$ cat src/rtl/scs8hd_clkdlyline_prog.sv
// Multi-channel runtime-programmable clocked delay line with a glitch-free tap change.
// Define CLKDLYLINE_ERR_EN to add the ERR output that flags ignored or clamped loads.
module scs8hd_clkdlyline_prog #(
  parameter int WIDTH   = 4,
  parameter int DEPTH   = 16,
  parameter int RST_SEL = 4
) (
  input  logic                             CLK,
  input  logic                             RESET,
  input  logic [WIDTH-1:0]                 A,
  input  logic [$clog2(DEPTH+1)-1:0]       SEL,
  input  logic                             SEL_LD,
  output logic [WIDTH-1:0]                 X,
  output logic                             BUSY
`ifdef CLKDLYLINE_ERR_EN
  ,
  output logic                             ERR
`endif
);

  localparam int SELW = $clog2(DEPTH + 1);
  localparam logic [SELW-1:0] DEPTH_S   = SELW'(DEPTH);
  localparam logic [SELW-1:0] RST_SEL_S = SELW'(RST_SEL);

  localparam logic [0:0] ST_RUN   = 1'b0;
  localparam logic [0:0] ST_FLUSH = 1'b1;

  logic [WIDTH-1:0] stage_q [1:DEPTH];
  logic [SELW-1:0]  active_sel_q, active_sel_d;
  logic [SELW-1:0]  cnt_q, cnt_d;
  logic [WIDTH-1:0] hold_q, hold_d;
  logic [0:0]       state_q, state_d;
  logic [SELW-1:0]  sel_clamped;
  logic [WIDTH-1:0] x_run;

  // NOTE: the chain is a real register array, so it is cleared explicitly; a
  // reset-less chain would leak stale pre-reset data to X after RESET.
  always_ff @(posedge CLK) begin
    if (RESET) begin
      for (int k = 1; k <= DEPTH; k++) stage_q[k] <= '0;
    end else begin
      stage_q[1] <= A;
      for (int k = 2; k <= DEPTH; k++) stage_q[k] <= stage_q[k-1];
    end
  end

  // Tap 0 is the combinational bypass; every other tap is a chain stage.
  always_comb begin
    x_run = A;
    for (int k = 1; k <= DEPTH; k++) begin
      if (active_sel_q == SELW'(k)) x_run = stage_q[k];
    end
  end

  assign sel_clamped = (SEL > DEPTH_S) ? DEPTH_S : SEL;

  // NOTE: every output of this block gets a default first, so no path leaves a
  // signal unassigned and no latch is inferred.
  always_comb begin
    state_d      = state_q;
    active_sel_d = active_sel_q;
    cnt_d        = cnt_q;
    hold_d       = hold_q;
    if (state_q == ST_RUN) begin
      hold_d = x_run;
      if (SEL_LD) begin
        active_sel_d = sel_clamped;
        if (sel_clamped != active_sel_q && sel_clamped != '0) begin
          cnt_d   = sel_clamped;
          state_d = ST_FLUSH;
        end
      end
    end else begin
      // The new tap is fully populated once cnt reaches 1 at an edge.
      cnt_d = cnt_q - SELW'(1);
      if (cnt_q == SELW'(1)) state_d = ST_RUN;
    end
  end

  // NOTE: state registers use non-blocking assignments so every flop samples
  // the pre-edge values regardless of statement order.
  always_ff @(posedge CLK) begin
    if (RESET) begin
      state_q      <= ST_RUN;
      active_sel_q <= RST_SEL_S;
      cnt_q        <= '0;
      hold_q       <= '0;
    end else begin
      state_q      <= state_d;
      active_sel_q <= active_sel_d;
      cnt_q        <= cnt_d;
      hold_q       <= hold_d;
    end
  end

  assign BUSY = (state_q == ST_FLUSH);
  assign X    = BUSY ? hold_q : x_run;

`ifdef CLKDLYLINE_ERR_EN
  logic err_q;

  always_ff @(posedge CLK) begin
    if (RESET) err_q <= 1'b0;
    else       err_q <= SEL_LD && (BUSY || SEL > DEPTH_S);
  end

  assign ERR = err_q;
`endif

endmodule

$ cat config.mk
export PLATFORM = sky130hd
export DESIGN_NAME = scs8hd_clkdlyline_prog
export DESIGN_NICKNAME = d
export VERILOG_FILES = /design/src/rtl/scs8hd_clkdlyline_prog.sv
export SDC_FILE = /design/constraint.sdc
export NUM_CORES = 1
export LEC_CHECK = 0
export CAP_MARGIN = 20
export CORE_MARGIN = 1
export CORE_UTILIZATION = 45
export DETAILED_ROUTE_END_ITERATION = 6
export PLACE_DENSITY = 0.68
export SYNTH_ARGS = -nofsm -noshare
export SYNTH_HDL_FRONTEND = slang
export SYNTH_SLANG_ARGS = --single-unit
$ cat constraint.sdc
create_clock -name CLK -period 2.45 [get_ports CLK]
set_clock_uncertainty 0.2 [all_clocks]
set_input_delay 0.49 -clock CLK [delete_from_list [all_inputs] [get_ports CLK]]
set_output_delay 0.49 -clock CLK [all_outputs]
set_load 0.02 [all_outputs]
### After elaboration in Yosys (flattened, before gate mapping)

Memory sizes are Yosys's and may differ from the RTL's.
Cells that the tools add are included.

* bitwise gates (word level): 17
* add/subtract/negate cells: 1
* reduce and logical (&&, ||, !) cells: 6
* magnitude comparators: 1
* multiplexer cells: 44
* equal/unequal tests: 18

Operator list (number)
* $mux W4: 33
* $eq A5 B4 Y1 const B: 8
* $eq A5 B3 Y1 const B: 4
* $mux W5: 4
* $or A1 B1 Y1: 16
* $eq A5 B1 Y1 const B: 2
* $eq A5 B2 Y1 const B: 2
* $mux W1: 7
* $eq A5 B5 Y1 const B: 1
* $gt A5 B5 Y1 const B: 1
* $ne A5 B5 Y1: 1
* $reduce_bool A5 Y1: 1
* $sub A5 B1 Y5 const B: 1
* $reduce_and A2 Y1: 2
* $reduce_bool A2 Y1: 2
* $logic_and A1 B1 Y1: 1
* $not A1 Y1: 1

* RAM bits: 64
* register bits after elaboration: 15
* memories: 1

Memories
* stage_q: depth 16, bits a word 4, rd ports 16, clocked after memory_dff 0, wr ports 16, line 28 `logic [WIDTH-1:0] stage_q [1:DEPTH];`

### Longest topological paths before layout

* word-level depth: 18
* gate-level depth with buffers: 8
* mapped depth without buffers: 6

### Least setup slack after synthesis

No wires, ideal clock.

* path kind: reg-to-output
* start: register active_sel_q[3]
* end: output X[3]
* path slack: 0.071 ns
* buffers on the path: 1
* data arrival time: 1.689 ns
* cell stages (with the launch flop): 7
* cells stage by stage: dfxtp_1 buf_6 or3b_4 o32a_1 nand3_1 a311oi_2 o21bai_1

* word-level cells in the longest chain between the ends: 18

Ends and longest elaborated chain
* start, declared: line 29 `logic [SELW-1:0] active_sel_q, active_sel_d;`
* start signal, assigned: line 90 `active_sel_q <= active_sel_d;`
* $eq A5 B1 Y1: line 51 `if (active_sel_q == SELW'(k)) x_run = stage_q[k];`
* $mux W4 (15 in a row): line 51
* $mux W4 *: line 51
* $mux W4 *
* end, declared: line 13 `output logic [WIDTH-1:0] X,`

Every way passes the cells marked *; elsewhere a longest branch is shown, timed or not.

### Worst setup path in the final report

* start: register active_sel_q[1]
* end: output X[1]

The elaborated chain is that of the path after synthesis.

==> flow_summary.json <==
{
  "synth_largest_area_cell": "dfxtp_1",
  "layout-drive-gt1-share_pct": 34.1,
  "final_util_pct": 62.4,
  "design_area_um2": 5100,
  "synth-simple-area-share_pct": 27.3,
  "reg2reg_depth": 9,
  "holdCritStartpoint": "stage_q[0][19]",
  "drcViolationCount": 0,
  "synth.area.top_cells": "dfxtp_1, nor2b_1, a21oi_1",
  "via_per_inst": 5.59,
  "fp.dieH_um": 93.7,
  "seq_area_frac_synth_pct": 41.8,
  "clock_latency_ps": 360,
  "wire_per_inst_um": 17.1,
  "area_growth_pct": 34.7,
  "syn_area_per_cell_um2": 9.15,
  "postSynthCellCount": 414,
  "maxCapViolations": 0,
  "fillers": 685,
  "dieArea_um2": 8790,
  "startpoint_type": "flip-flop",
  "ys_seq_elements": 79,
  "yosysTopAreaCellShare_pct": 41.8,
  "violations": "negative setup slack",
  "clockBufferDepth": 2,
  "worstPathMaxFanout": 6,
  "drtAntennaViolNets": 0,
  "drtIter0Drc": 152,
  "outcome": "finished, violations left",
  "hold-path-endpoint": "stage_q[0][23]",
  "slew_headroom_pct": 70.4,
  "ys_warn_count": 0,
  "syn_area_um2": 3790,
  "synth-compound-area-share_pct": 20.1,
  "synthXorXnorAreaFrac_pct": 1.16,
  "dpl.hpwl_mm": 7.21,
  "numPortBuffers": 16,
  "ys_types": 75,
  "ys.flop_type": "dfxtp_1",
  "hold_buffers": 0,
  "core_um2": 8180,
  "synth_top_family_by_area": "simple AND/OR/NAND/NOR gates",
  "grt_max_degree": 37,
  "p_leak_nw": 1.95,
  "final_common_cell": "buf_4",
  "route.vias.total": 3406,
  "max_clock_freq_mhz": 341,
  "reg2reg_slack_ps": 300,
  "placed_area_um2": 4520,
  "initial_utilization_pct": 46.3,
  "end_kind": "output pin",
  "register_area_um2": 1600,
  "setup_viol": 4,
  "crit_slowest_cell": "dfxtp_4",
  "slew_viol_final": 0,
  "finalCriticalPeriod_ps": 2930,
  "clockRootBuffer": "clkbuf_8",
  "hold_violations": 0,
  "dieWidth_um": 93.7,
  "placementRows": 33,
  "vdd_drop_max_v": 0.000280,
  "r2r-end": "hold_q[2]",
  "tightestPinTransition_ps": 440,
  "hold_path_class": "reg2reg",
  "cp.required_ps": 1760,
  "fin_crit_sh_pct": 120,
  "power_density_nw_per_um2": 593,
  "crit_chain": "buf_12, buf_6, nand2_1, o21a_1, a311o_1, a21oi_2, a31oi_2, buf_4",
  "final_nets": 513,
  "globalplace.congestion": 0.953,
  "io_pins": 17,
  "clkTransAtPathRegs_ps": 90,
  "rsz0062_at_grt": "true",
  "diodes": 0,
  "fin_ws_ps": -480,
  "antenna_found_initial": 0,
  "muxShareOfSynthArea_pct": 3.24,
  "cts_tree": "yes",
  "ys_async_sr_fraction_pct": 0,
  "cts_buffers": 9,
  "layout_common_cells": "buf_4, dfxtp_1, nor2b_1",
  "worstHoldPathCells": 2,
  "htree_num_levels": 3,
  "grt_util_all_layers_pct": 24.4,
  "power_mw": 3.03,
  "multiInputGateArea_um2": 2200,
  "synth_fp_nets": 428,
  "drt_pass1_iterations": 5,
  "grt.overflow.total": 0,
  "critPathMaxStageDelay_ps": 430,
  "reg2reg_from": "active_sel_q[1]",
  "grt_pass1_vias": 3206,
  "cts.sinks": 79,
  "grt_pass1_wl_mm": 16.1,
  "wl_mm": 10.4,
  "worstPathArrival_ps": 2240,
  "critPathKind": "reg2out",
  "synth_edf_count": 0,
  "synthAdderAreaFrac_pct": 0.661
}
==> per-layer routing <==
layer,global-route usage [%],wire length [µm],up-vias
li1,-,-,1641
met1,31.1,4630,1626
met2,39.7,5020,113
met3,4.21,476,26
met4,11.9,288,0
met5,0,0,-
==> worst max path at each step <==
stage          endpoint  slack [ps]            start
2_1_floorplan      X[3]          70  active_sel_q[3]
3_3_place_gp       X[2]        -720  active_sel_q[2]
3_5_place_dp       X[2]        -700  active_sel_q[2]
4_1_cts            X[2]        -470  active_sel_q[1]
5_1_grt            X[1]        -540  active_sel_q[3]
6_report           X[1]        -480  active_sel_q[1]
==> cell families (layout without fill, tap and decap cells) <==
family                   after synthesis  in the layout
AND/OR/NAND/NOR                      171            171
AO/OA/AOI/OAI                        105            105
flip-flops                            79             79
buffers and inverters                 41            131
multiplexers                          11             11
XOR/XNOR                               5              5
adder cells (fa/ha/maj)                2              2
==> sequential cells by signal, summed over array words and instances, names as in the netlist <==
name,flops
stage_q,64
cnt_q,5
hold_q,4
BUSY,1
active_sel_q,5
==> timing repair <==
action | CTS | global route
gates resized for setup | 36 | 50
setup buffers | 1 | 5
pin swaps | 13 | 14
cloned | 1 | 1
setup endpoints to repair | 4 | 4
==> synthesized netlist by cell type (3+ instances only) <==
cell and n:
dfxtp_1 79, nor2b_1 72, nor2_1 23, a21oi_1 22, o21ai_0 19, nand2_1 17
inv_1 11, nand3_1 11, a31oi_1 10, mux2i_1 10, clkbuf_1 9, nor3_1 9
nand3b_1 8, buf_4 7, a211oi_1 6, buf_2 6, nand2b_1 6, o211ai_1 5
xnor2_1 5, a211o_1 3, buf_6 3, o221ai_1 3, or3b_1 3
==> area by class of cell <==
type / count / area share [%]
Multi-Input combinational cell: 294 / 43.2
Sequential cell: 79 / 31.3
Timing Repair Buffer: 102 / 17.7
Clock buffer: 12 / 3.24
Tap cell: 105 / 2.58
Clock inverter: 4 / 1.01
Inverter: 13 / 0.957
==> stage by stage <==
step	worst slack, ps	TNS [ps]	hold slack, ps	std cells
after floorplan	70.7	0	216	414
after global placement	-716	-2700	233	585
after detailed placement	-695	-2620	235	585
after CTS	-470	-1810	245	603
after global routing	-537	-2020	277	609
final	-480	-1780	246	609
==> power by group <==
part | total (mW) | leakage, nW | internal (mW) | switching [mW]
registers | 1.35 | 0.644 | 1.32 | 0.0327
logic | 0.621 | 1.19 | 0.304 | 0.318
clock network | 1.05 | 0.109 | 0.556 | 0.498
==> critical path, delay by kind of cell, from the launching register on <==
family | cells | cell delay (ps)
AO/OA/AOI/OAI | 4 | 870
AND/OR/NAND/NOR | 1 | 140
flip-flops | 1 | 430
buffers and inverters | 3 | 460
(Power assumes the default switching activity.)
